===== src/rtl/seg7_pwm_mux.sv =====
// seg7_pwm_mux: N-digit multiplexed seven-segment driver with per-digit PWM brightness, blink and blanking
// ports: clk; reset_n async active-low; hex[4*DIGITS], dp/blank/blink[DIGITS], duty[PWM_BITS*DIGITS] per-digit inputs;
//        en[DIGITS] digit enables and ss[7:0] {dp,g..a} segments, both active-low and registered
module seg7_pwm_mux #(
    parameter int DIGITS       = 3,
    parameter int REFRESH_BITS = 16,
    parameter int PWM_BITS     = 4,
    parameter int BLINK_BITS   = 24
) (
    input  logic                       clk,
    input  logic                       reset_n,
    input  logic [4*DIGITS-1:0]        hex,
    input  logic [DIGITS-1:0]          dp,
    input  logic [DIGITS-1:0]          blank,
    input  logic [DIGITS-1:0]          blink,
    input  logic [PWM_BITS*DIGITS-1:0] duty,
    output logic [DIGITS-1:0]          en,
    output logic [7:0]                 ss
);
    localparam int IW = DIGITS > 1 ? $clog2(DIGITS) : 1;
    localparam logic [6:0] SEG [16] = '{
        7'b1000000, 7'b1111001, 7'b0100100, 7'b0110000,
        7'b0011001, 7'b0010010, 7'b0000010, 7'b1111000,
        7'b0000000, 7'b0010000, 7'b0001000, 7'b0000011,
        7'b1000110, 7'b0100001, 7'b0000110, 7'b0001110
    };
    logic [REFRESH_BITS-1:0]    dwell;
    logic [IW-1:0]              idx;
    logic [PWM_BITS-1:0]        pwm;
    logic [BLINK_BITS-1:0]      blk;
    logic                       fresh;
    logic [4*DIGITS-1:0]        sh_hex;
    logic [DIGITS-1:0]          sh_dp, sh_blank, sh_blink;
    logic [PWM_BITS*DIGITS-1:0] sh_duty;
    logic                       dwell_end, idx_last, frame_end, pwm_on, lit;
    logic [4*DIGITS-1:0]        v_hex;
    logic [DIGITS-1:0]          v_dp, v_blank, v_blink;
    logic [PWM_BITS*DIGITS-1:0] v_duty;
    logic [3:0]                 cur_hex;
    logic [PWM_BITS-1:0]        cur_duty;
    logic [DIGITS-1:0]          en_n;
    logic [7:0]                 ss_n;
    // the first cycle after reset release displays the values being captured, so digit 0 gets a full dwell
    always_comb begin
        dwell_end = &dwell;
        idx_last  = idx == IW'(DIGITS - 1);
        frame_end = dwell_end & idx_last;
        v_hex     = fresh ? hex : sh_hex;
        v_dp      = fresh ? dp : sh_dp;
        v_blank   = fresh ? blank : sh_blank;
        v_blink   = fresh ? blink : sh_blink;
        v_duty    = fresh ? duty : sh_duty;
        cur_hex   = v_hex[idx*4 +: 4];
        cur_duty  = v_duty[idx*PWM_BITS +: PWM_BITS];
        pwm_on    = (&cur_duty) | (cur_duty > pwm);
        lit       = pwm_on & ~v_blank[idx] & ~(v_blink[idx] & blk[BLINK_BITS-1]) & ~dwell_end;
        en_n      = lit ? ~(DIGITS'(1) << idx) : '1;
        ss_n      = lit ? {~v_dp[idx], SEG[cur_hex]} : 8'hFF;
    end
    always_ff @(posedge clk or negedge reset_n) begin
        if (!reset_n) begin
            dwell    <= '0;
            idx      <= '0;
            pwm      <= '0;
            blk      <= '0;
            fresh    <= 1'b1;
            sh_hex   <= '0;
            sh_dp    <= '0;
            sh_blank <= '0;
            sh_blink <= '0;
            sh_duty  <= '0;
            en       <= '1;
            ss       <= 8'hFF;
        end else begin
            dwell <= dwell + REFRESH_BITS'(1);
            pwm   <= pwm + PWM_BITS'(1);
            blk   <= blk + BLINK_BITS'(1);
            fresh <= 1'b0;
            if (dwell_end) idx <= idx_last ? '0 : idx + IW'(1);
            if (fresh | frame_end) begin
                sh_hex   <= hex;
                sh_dp    <= dp;
                sh_blank <= blank;
                sh_blink <= blink;
                sh_duty  <= duty;
            end
            en <= en_n;
            ss <= ss_n;
        end
    end
endmodule


===== config.mk =====
export PLATFORM = sky130hd
export DESIGN_NAME = seg7_pwm_mux
export DESIGN_NICKNAME = d
export VERILOG_FILES = /design/src/rtl/seg7_pwm_mux.sv
export SDC_FILE = /design/constraint.sdc
export NUM_CORES = 1
export LEC_CHECK = 0
export CAP_MARGIN = 20
export CORE_MARGIN = 1.5
export CORE_UTILIZATION = 55
export DETAILED_ROUTE_END_ITERATION = 10
export MAX_ROUTING_LAYER = met4
export PLACE_DENSITY = 0.74
export SLEW_MARGIN = 20
export SYNTH_ARGS = -nofsm -noshare
export SYNTH_HDL_FRONTEND = slang
export SYNTH_SLANG_ARGS = --single-unit

===== constraint.sdc =====
create_clock -name clk -period 2.8 [get_ports clk]
set_clock_uncertainty 0.05 [all_clocks]
set_input_delay 0.84 -clock clk [delete_from_list [all_inputs] [get_ports clk]]
set_output_delay 0.84 -clock clk [all_outputs]
set_load 0.01 [all_outputs]

==> flow_summary.ini, run 1 <==
[critical_path]
path_class = in -> reg
path_common_cell = o21a_1
r2r_cells = 13
cp_max_fo = 11
critical_path_required_ns = 3.03
worst_setup_path_start_kind = primary input
critical-path-max-stage-delay_ns = 0.48
r2r_slack_ns = 0.30
critPathCaptureType = flop
rr_startpoint = idx[0]
worst-endpoint-arrival_ns = 2.87
crit_family = compound AO/OA/AOI/OAI gates
reg2reg_to = ss[1]
crit_buf_inv = 2
crit_chain = clkdlybuf4s50_1 > mux2i_1 > o221ai_2 > ha_1 > nor2b_1 > o21a_1 > o21a_1 > o21ai_1 > a21oi_1 > buf_4 > o221ai_1
cpMaxStageDelayCell = clkdlybuf4s50_1

[layout]
drive_above_1_share_pct = 25.3
final_area_um2 = 5480
final_cell_mix = dfrtp_1 (78), clkdlybuf4s50_1 (44), mux2_4 (30), nand2_1 (29)
nNetsFinal = 478
stdcell_count = 540
fillers = 597
layout_commonest_cell = dfrtp_1
synthToLayoutAreaGrowth_pct = 18.7
insertedDiodeCount = 0

[drt]
wl_per_cell_um = 15.2
drt-pass1-iter-count = 6
via_per_inst = 5.36
vias = 2895
drt_iter0_drc = 99
drc_errors = 0
drt_wl_total_um = 8210
ant_nets = 0

[clock_network]
cts_tree = yes
clkSlewWorstSetupHoldPaths_ns = 0.09
root_buffer = clkbuf_8
cts_buffers = 9
cts-htree-levels = 3
insertion_delay_ns = 0.36
clockBufferDepth = 2
ctsHoldBuffers = 0
cts.sinks = 91

[placed_design]
routabilityCongestion = 0.909
dp_cells = 523
portBuffers = 45
placed_area_um2 = 5240
dp_hpwl_um = 5980
pre_cts_ws_ns = -0.285

[die]
die_area_um2 = 8940
core-area_um2 = 8180
start_util_pct = 56.4
chipWidth_um = 94.6
die_h_um = 94.6
io-pin-count = 46
num_rows = 33

[pwr]
peakVddDrop_uv = 339
seqPwrFrac_pct = 50.6
combPwrFrac_pct = 14.6
switchingPower_uw = 681
leakage_nw = 2.49
p_int_mw = 2.14
clkPwrFrac_pct = 34.9
switching_share_pct = 24.1
powerDensity_nw_per_um2 = 516

[synth]
ys_types = 47
syn_area_um2 = 4610
ys_warn_count = 0
yosys.area.top_type_share_pct = 42.9
syn_nets = 414
ys_ff_latch = 91
synth-seq-area-share_pct = 49.7
synth_area_leaders = dfrtp_1 (43%), mux2_4 (9.8%), dfstp_2 (6.8%)
synth_top_area_cell = dfrtp_1
netlist_instances = 366
syn-mean-instance-area_um2 = 12.6

[timing]
grt_setup_unrepaired = false
period_needed_ns = 2.64
fin_crit_sh_pct = 94.4
slew_headroom_pct = 65.8
fmax_ghz = 0.378
hold_viol = 0
timing.final.ws_setup_ns = 0.158
tightest_slew_ns = 0.513
setup_viol = 0
slew_viol_final = 0

[hold_path]
hp-class = in -> async

[global_route]
overflow = 0
grt_first_pass_wirelength_um = 13900
grt_max_degree = 53
grt_pass1_vias = 3030
antenna_found_initial = 0
grt_usage_pct = 21.1

[flow_run]
drv_cap = 0

[status]
status = complete, no violations
==> synthesized netlist by cell type (all sizes together) <==
library cell / instances
clkbuf: 1
o22ai: 1
nand2b: 3
dfstp: 12
o21ai: 5
and2: 2
a32oi: 1
a31oi: 1
o211ai: 1
nand4: 7
and4: 1
xor2: 16
nand2: 29
a21oi: 5
a22o: 1
dfrtp: 79
or3: 4
a22oi: 3
or2: 1
and3: 6
conb: 1
mux4: 3
xnor2: 22
buf: 13
o221ai: 8
nor2b: 4
nand3: 16
nor2: 17
ha: 13
o2bb2ai: 3
mux2: 42
o21a: 2
nor3: 2
a221oi: 2
inv: 18
mux2i: 21
==> routing by layer <==
layer | global-route usage (%) | up-vias | share of wire, %
met3 | 4.43 | 24 | 4.2
met5 | - | - | 0
met4 | 10.7 | 0 | 3.5
met1 | 26.6 | 1400 | 45
li1 | - | 1404 | -
met2 | 32.3 | 67 | 48
==> sequential cells by signal, indices dropped and copies added (netlist names) <==
signal / flops
dwell: 16
sh_dp: 3
blk: 24
ss: 8
idx: 2
pwm: 4
sh_duty: 12
en: 3
sh_blank: 3
fresh: 1
sh_hex: 12
sh_blink: 3
==> layout make-up <==
| cell class | instances | area [µm²] | share of cell area [%] |
|---|---|---|---|
| Sequential cell | 91 | 2290 | 41.9 |
| Clock inverter | 7 | 98.8 | 1.80 |
| Clock buffer | 9 | 124 | 2.26 |
| Multi-Input combinational cell | 243 | 2140 | 39.0 |
| Inverter | 18 | 67.6 | 1.23 |
| Tap cell | 105 | 131 | 2.40 |
| Timing Repair Buffer | 67 | 626 | 11.4 |
==> stage by stage <==
stage	power, mW	hold WS, ns	setup TNS (ns)	util [%]
floorplan	1.68	0.372	0	-
finish	2.82	0.387	0	67.0
global placement	1.85	0.388	-2.30	64.1
global route	2.96	0.406	0	67.0
detailed placement	1.86	0.396	-2.89	64.1
CTS	2.86	0.395	0	66.8
==> worst max path at each step <==
stage | endpoint | cells past startpoint | slack (ns) | start
after global routing | ss[0] | 11 | 0.01 | duty[1]
final | ss[1] | 11 | 0.16 | duty[1]
after CTS | ss[0] | 11 | 0.1 | duty[1]
after global placement | ss[1] | 11 | -0.23 | duty[5]
after floorplan | ss[0] | 10 | 0.41 | duty[5]
after detailed placement | ss[0] | 11 | -0.29 | duty[1]
==> power groups by stage <==
stage / registers [mW] / clock network, mW / logic, mW
5_1_grt: 1.44 / 1.07 / 0.449
4_1_cts: 1.43 / 1.02 / 0.413
2_1_floorplan: 1.45 / 0 / 0.231
3_3_place_gp: 1.45 / 0 / 0.403
3_5_place_dp: 1.45 / 0 / 0.410
6_report: 1.43 / 0.985 / 0.411
==> cells by family after synthesis <==
family / count (synthesis) / synth area share [%]
mux: 66 / 18.7
simple gates: 92 / 10.8
flops: 91 / 49.7
buf+inv: 32 / 4.12
fa+ha+maj: 13 / 3.53
xor+xnor: 38 / 7.22
compound gates: 33 / 5.81
other cells: 1 / 0.0813
==> what timing repair did <==
| item | CTS | global route |
|---|---|---|
| buffers inserted | 0 | 1 |
| endpoints found under the hold margin | 0 | 0 |
| resized for setup | 0 | 3 |
| endpoints found under the setup margin | 0 | 11 |
No activity file was read; power rests on OpenSTA's default activity.
==> inputs of run 2 (changes only) <==
- CTS_BUF_LIST: default -> sky130_fd_sc_hd__clkbuf_2
- CTS_CLUSTER_SIZE: default -> 24
==> flow_summary.ini, run 2 (same netlist as run 1, synthesis figures left out) <==
[clock_network]
clkSlewWorstSetupHoldPaths_ns = 0.26
cts_buffers = 9
insertion_delay_ns = 0.54
cts_tree = yes
cts_setup_buffers = 0
cts-htree-levels = 3
clockBufferDepth = 2
root_buffer = clkbuf_2
cts.sinks = 91

[die]
die_h_um = 94.6
core-area_um2 = 8180
start_util_pct = 56.4
die_area_um2 = 8940
io-pin-count = 46
chipWidth_um = 94.6
num_rows = 33

[hold_path]
hp-class = in -> async

[placed_design]
portBuffers = 45
pre_cts_ws_ns = -0.285
dp_hpwl_um = 5980
routabilityCongestion = 0.909

[critical_path]
cp_max_fo = 1
crit_family = flip-flops
critical-path-max-stage-delay_ns = 0.59
critPathCapture = ss[7]
cpMaxStageDelayCell = dfstp_2
reg2reg_to = ss[1]
r2r_slack_ns = 0.28
rr_startpoint = idx[0]
worst-endpoint-arrival_ns = 1.65
crit_buf_inv = 1
path_class = reg -> out
critPathCaptureType = output port
crit_chain = clkdlybuf4s50_1
crit_cells = 1
r2r_cells = 13
startpoint = ss[7]
critical_path_required_ns = 1.91
worst_setup_path_start_kind = flop

[timing]
holdWs_ns = 0.148
setup_viol = 0
fmax_ghz = 0.393
finalSetupTns_ns = 0
tightest_slew_ns = 0.516
grt_setup_unrepaired = false
slew_viol_final = 0
timing.final.ws_setup_ns = 0.255
period_needed_ns = 2.54
slew_headroom_pct = 65.6
fin_crit_sh_pct = 90.9
hold_viol = 0

[pwr]
powerDensity_nw_per_um2 = 484
clkPwrFrac_pct = 29.4
peakVddDrop_uv = 336
seqPwrFrac_pct = 55.0
combPwrFrac_pct = 15.6
switching_share_pct = 25.6
leakage_nw = 2.46
p_int_mw = 1.94
switchingPower_uw = 667

[drt]
via_per_inst = 5.34
ant_nets = 0
drc_errors = 0
drt-pass1-iter-count = 4
vias = 2877
drt_iter0_drc = 90
drt_wl_total_um = 8220
wl_per_cell_um = 15.2

[global_route]
grtUsageMet1_pct = 27.0
grt_usage_pct = 21.2
met2_usage_pct = 32.3
antenna_found_initial = 0
busiest_layer = met2
overflow = 0
grt_first_pass_wirelength_um = 13900
grt_pass1_vias = 2998
met3_usage_pct = 5.39
grt_max_degree = 53

[layout]
synthToLayoutAreaGrowth_pct = 16.7
regMostFlops = blk
drive_above_1_share_pct = 24.9
reg_top3 = blk (24), dwell (16)
layout_commonest_cell = dfrtp_1
insertedDiodeCount = 0
largest_reg_flops = 24
nNetsFinal = 477
utilization_pct = 65.9
final_cell_mix = dfrtp_1 (78), clkdlybuf4s50_1 (44), mux2_4 (30), nand2_1 (29), xnor2_1 (22)

[status]
status = complete, no violations

[flow_run]
drv_cap = 0
-- run 2: per-layer routing --
metal | routed length (µm) | part of all wire (%) | vias up
li1 | - | - | 1397
met1 | 3700 | 45 | 1409
met2 | 3940 | 48 | 55
met3 | 356 | 4.3 | 16
met4 | 226 | 2.8 | 0
met5 | 0 | 0 | -
-- run 2: repair_timing --
item                       in CTS  in global routing
hold buffers                    0                  0
setup endpoints to repair       0                  1
gates resized for setup         0                  1
-- run 2: cell type report --
class | count | area [µm²]
fillers | 603 | 2790
multi-input cells | 243 | 2130
clock inverters | 7 | 98.8
flip-flops and latches | 91 | 2290
repair buffers | 66 | 618
well taps | 105 | 131
clock buffers | 9 | 45.0
inverters | 18 | 67.6
-- run 2: per-stage QoR --
stage | std cells | total power, mW | area [µm²]
floorplan | 366 | 1.68 | 4610
global placement | 523 | 1.85 | 5240
detailed placement | 523 | 1.86 | 5240
CTS | 539 | 2.63 | 5380
global route | 539 | 2.73 | 5380
finish | 539 | 2.60 | 5380
-- run 2: worst min path at each step --
stage	start	to	slack (ns)	cells past startpoint
final	reset_n	sh_hex[3]	0.15	1
after global routing	reset_n	sh_hex[3]	0.11	1
after CTS	reset_n	sh_hex[1]	0.15	1
after detailed placement	blk[0]	blk[0]	0.40	1
after global placement	blk[0]	blk[0]	0.39	1
after floorplan	blk[0]	blk[0]	0.37	1
-- run 2: power groups by stage --
| stage | Combinational [mW] | Clock [mW] | Sequential (mW) |
|---|---|---|---|
| 4_1_cts | 0.412 | 0.786 | 1.43 |
| 3_3_place_gp | 0.403 | 0 | 1.45 |
| 6_report | 0.406 | 0.766 | 1.43 |
| 5_1_grt | 0.445 | 0.850 | 1.44 |
| 3_5_place_dp | 0.410 | 0 | 1.45 |
| 2_1_floorplan | 0.231 | 0 | 1.45 |
==> inputs of run 3 (changes only) <==
- CORE_UTILIZATION: 55 -> 53
- PLACE_DENSITY: 0.74 -> 0.75
- SLEW_MARGIN: 20 -> 40
- clock period: 2.8 -> 2.3 ns (I/O delays scaled with it)
==> flow_summary.ini, run 3 (same netlist as run 1, synthesis figures left out) <==
[timing]
period_needed_ns = 2.50
tightest_slew_ns = 0.503
setup_viol = 11
slew_headroom_pct = 66.5
fin_crit_sh_pct = 109
timing.final.ws_setup_ns = -0.202
grt_setup_unrepaired = true
fmax_ghz = 0.400
hold_viol = 0
slew_viol_final = 0
finalSetupTns_ns = -1.99
holdWs_ns = 0.420

[die]
chipWidth_um = 96.3
die_h_um = 96.3
start_util_pct = 55.3
num_rows = 33
core-area_um2 = 8340
io-pin-count = 46
die_area_um2 = 9270

[clock_network]
cts_tree = yes
clkSlewWorstSetupHoldPaths_ns = 0.26
cts.sinks = 91
root_buffer = clkbuf_2
clockBufferDepth = 2
cts-htree-levels = 3
cts_buffers = 9
insertion_delay_ns = 0.55

[placed_design]
dp_hpwl_um = 6380
placed_area_um2 = 5500
routabilityCongestion = 0.825
portBuffers = 45
pre_cts_ws_ns = -0.563

[global_route]
antenna_found_initial = 0
grt_pass1_vias = 3126
grt_max_degree = 38
grt_usage_pct = 21.5
overflow = 0
grt_first_pass_wirelength_um = 14500

[pwr]
powerDensity_nw_per_um2 = 526
leakage_nw = 2.70
peakVddDrop_uv = 339

[layout]
final_area_um2 = 5790
reg_top3 = blk (24), dwell (16)
utilization_pct = 69.5
synthToLayoutAreaGrowth_pct = 25.6
final_cell_mix = dfrtp_1 (77), buf_4 (65), clkdlybuf4s50_1 (33), mux2_4 (30), nand2_1 (29)
layout_commonest_cell = dfrtp_1
insertedDiodeCount = 0
nNetsFinal = 529
regMostFlops = blk
largest_reg_flops = 24
drive_above_1_share_pct = 33.5

[drt]
drc_errors = 0
ant_nets = 0
wl_per_cell_um = 15.5
drt_wl_total_um = 9160
drt_iter0_drc = 99
via_per_inst = 5.30
drt-pass1-iter-count = 6
vias = 3134

[critical_path]
worst-endpoint-arrival_ns = 2.93
critPathCaptureType = flop
critical_path_required_ns = 2.73
path_class = reg -> reg
worst_setup_path_start_kind = flop
cp_max_fo = 11

[flow_run]
drv_cap = 0

[hold_path]
hp-class = reg -> reg

[status]
status = finished with violations
violations = negative setup slack
run 3: changes by cell type in the layout (fill, tap and decap cells not counted), moves of 4 or more:
cell	before	now
buf_4	21	65
clkdlybuf4s50_1	44	33
dlygate4sd2_1	0	11
buf_12	1	5
run 3: what timing repair did:
action,4_1_cts,5_1_grt
pin swaps,1,3
hold buffers,1,0
endpoints found under the hold margin,26,0
gates resized for setup,17,2
buffers inserted,7,13
endpoints found under the setup margin,22,26
run 3: worst max-delay path, stage by stage (launching register included):
cell	delay (ns)
dfrtp_2	0.49
buf_12	0.14
mux2i_1	0.11
or3_1	0.36
o221ai_2	0.10
ha_1	0.28
nor2b_1	0.15
o21a_1	0.16
o21a_1	0.17
o21ai_1	0.14
a21oi_2	0.09
buf_12	0.15
o221ai_2	0.05
run 3: worst paths after layout:
path | startpoint | slack [ns] | end | cells past startpoint
max in group asynchronous | reset_n | 1.02 | en[0] | 3
setup reg to reg | idx[0] | -0.20 | ss[5] | 12
hold / removal | blk[0] | 0.42 | blk[0] | 1
setup / recovery | idx[0] | -0.20 | ss[5] | 12
min in group asynchronous | reset_n | 0.54 | sh_hex[3] | 2
hold reg to reg | blk[0] | 0.42 | blk[0] | 1
run 3: power by group:
part / switching [mW] / internal (mW)
combinational: 0.236 / 0.330
sequential: 0.0400 / 1.70
clock: 0.577 / 0.164
run 3: routing by layer:
layer	track usage, %	vias to the layer above	part of all wire (%)
li1	-	1506	-
met1	26.0	1540	44
met2	34.9	74	49
met3	6.08	14	5.2
met4	7.11	0	1.7
met5	-	-	0
run 3: final cells by class:
type | count | area [µm²]
flip-flops and latches | 91 | 2290
clock inverters | 7 | 60.1
fillers | 612 | 2550
clock buffers | 9 | 45.0
inverters | 18 | 67.6
repair buffers | 118 | 1050
multi-input cells | 243 | 2150
well taps | 105 | 131
run 3: metrics by stage:
| step | total power, mW | std cells |
|---|---|---|
| final | 3.05 | 591 |
| after global routing | 3.20 | 591 |
| after CTS | 3.06 | 578 |
| after detailed placement | 2.32 | 554 |
| after global placement | 2.30 | 554 |
| after floorplan | 2.05 | 366 |
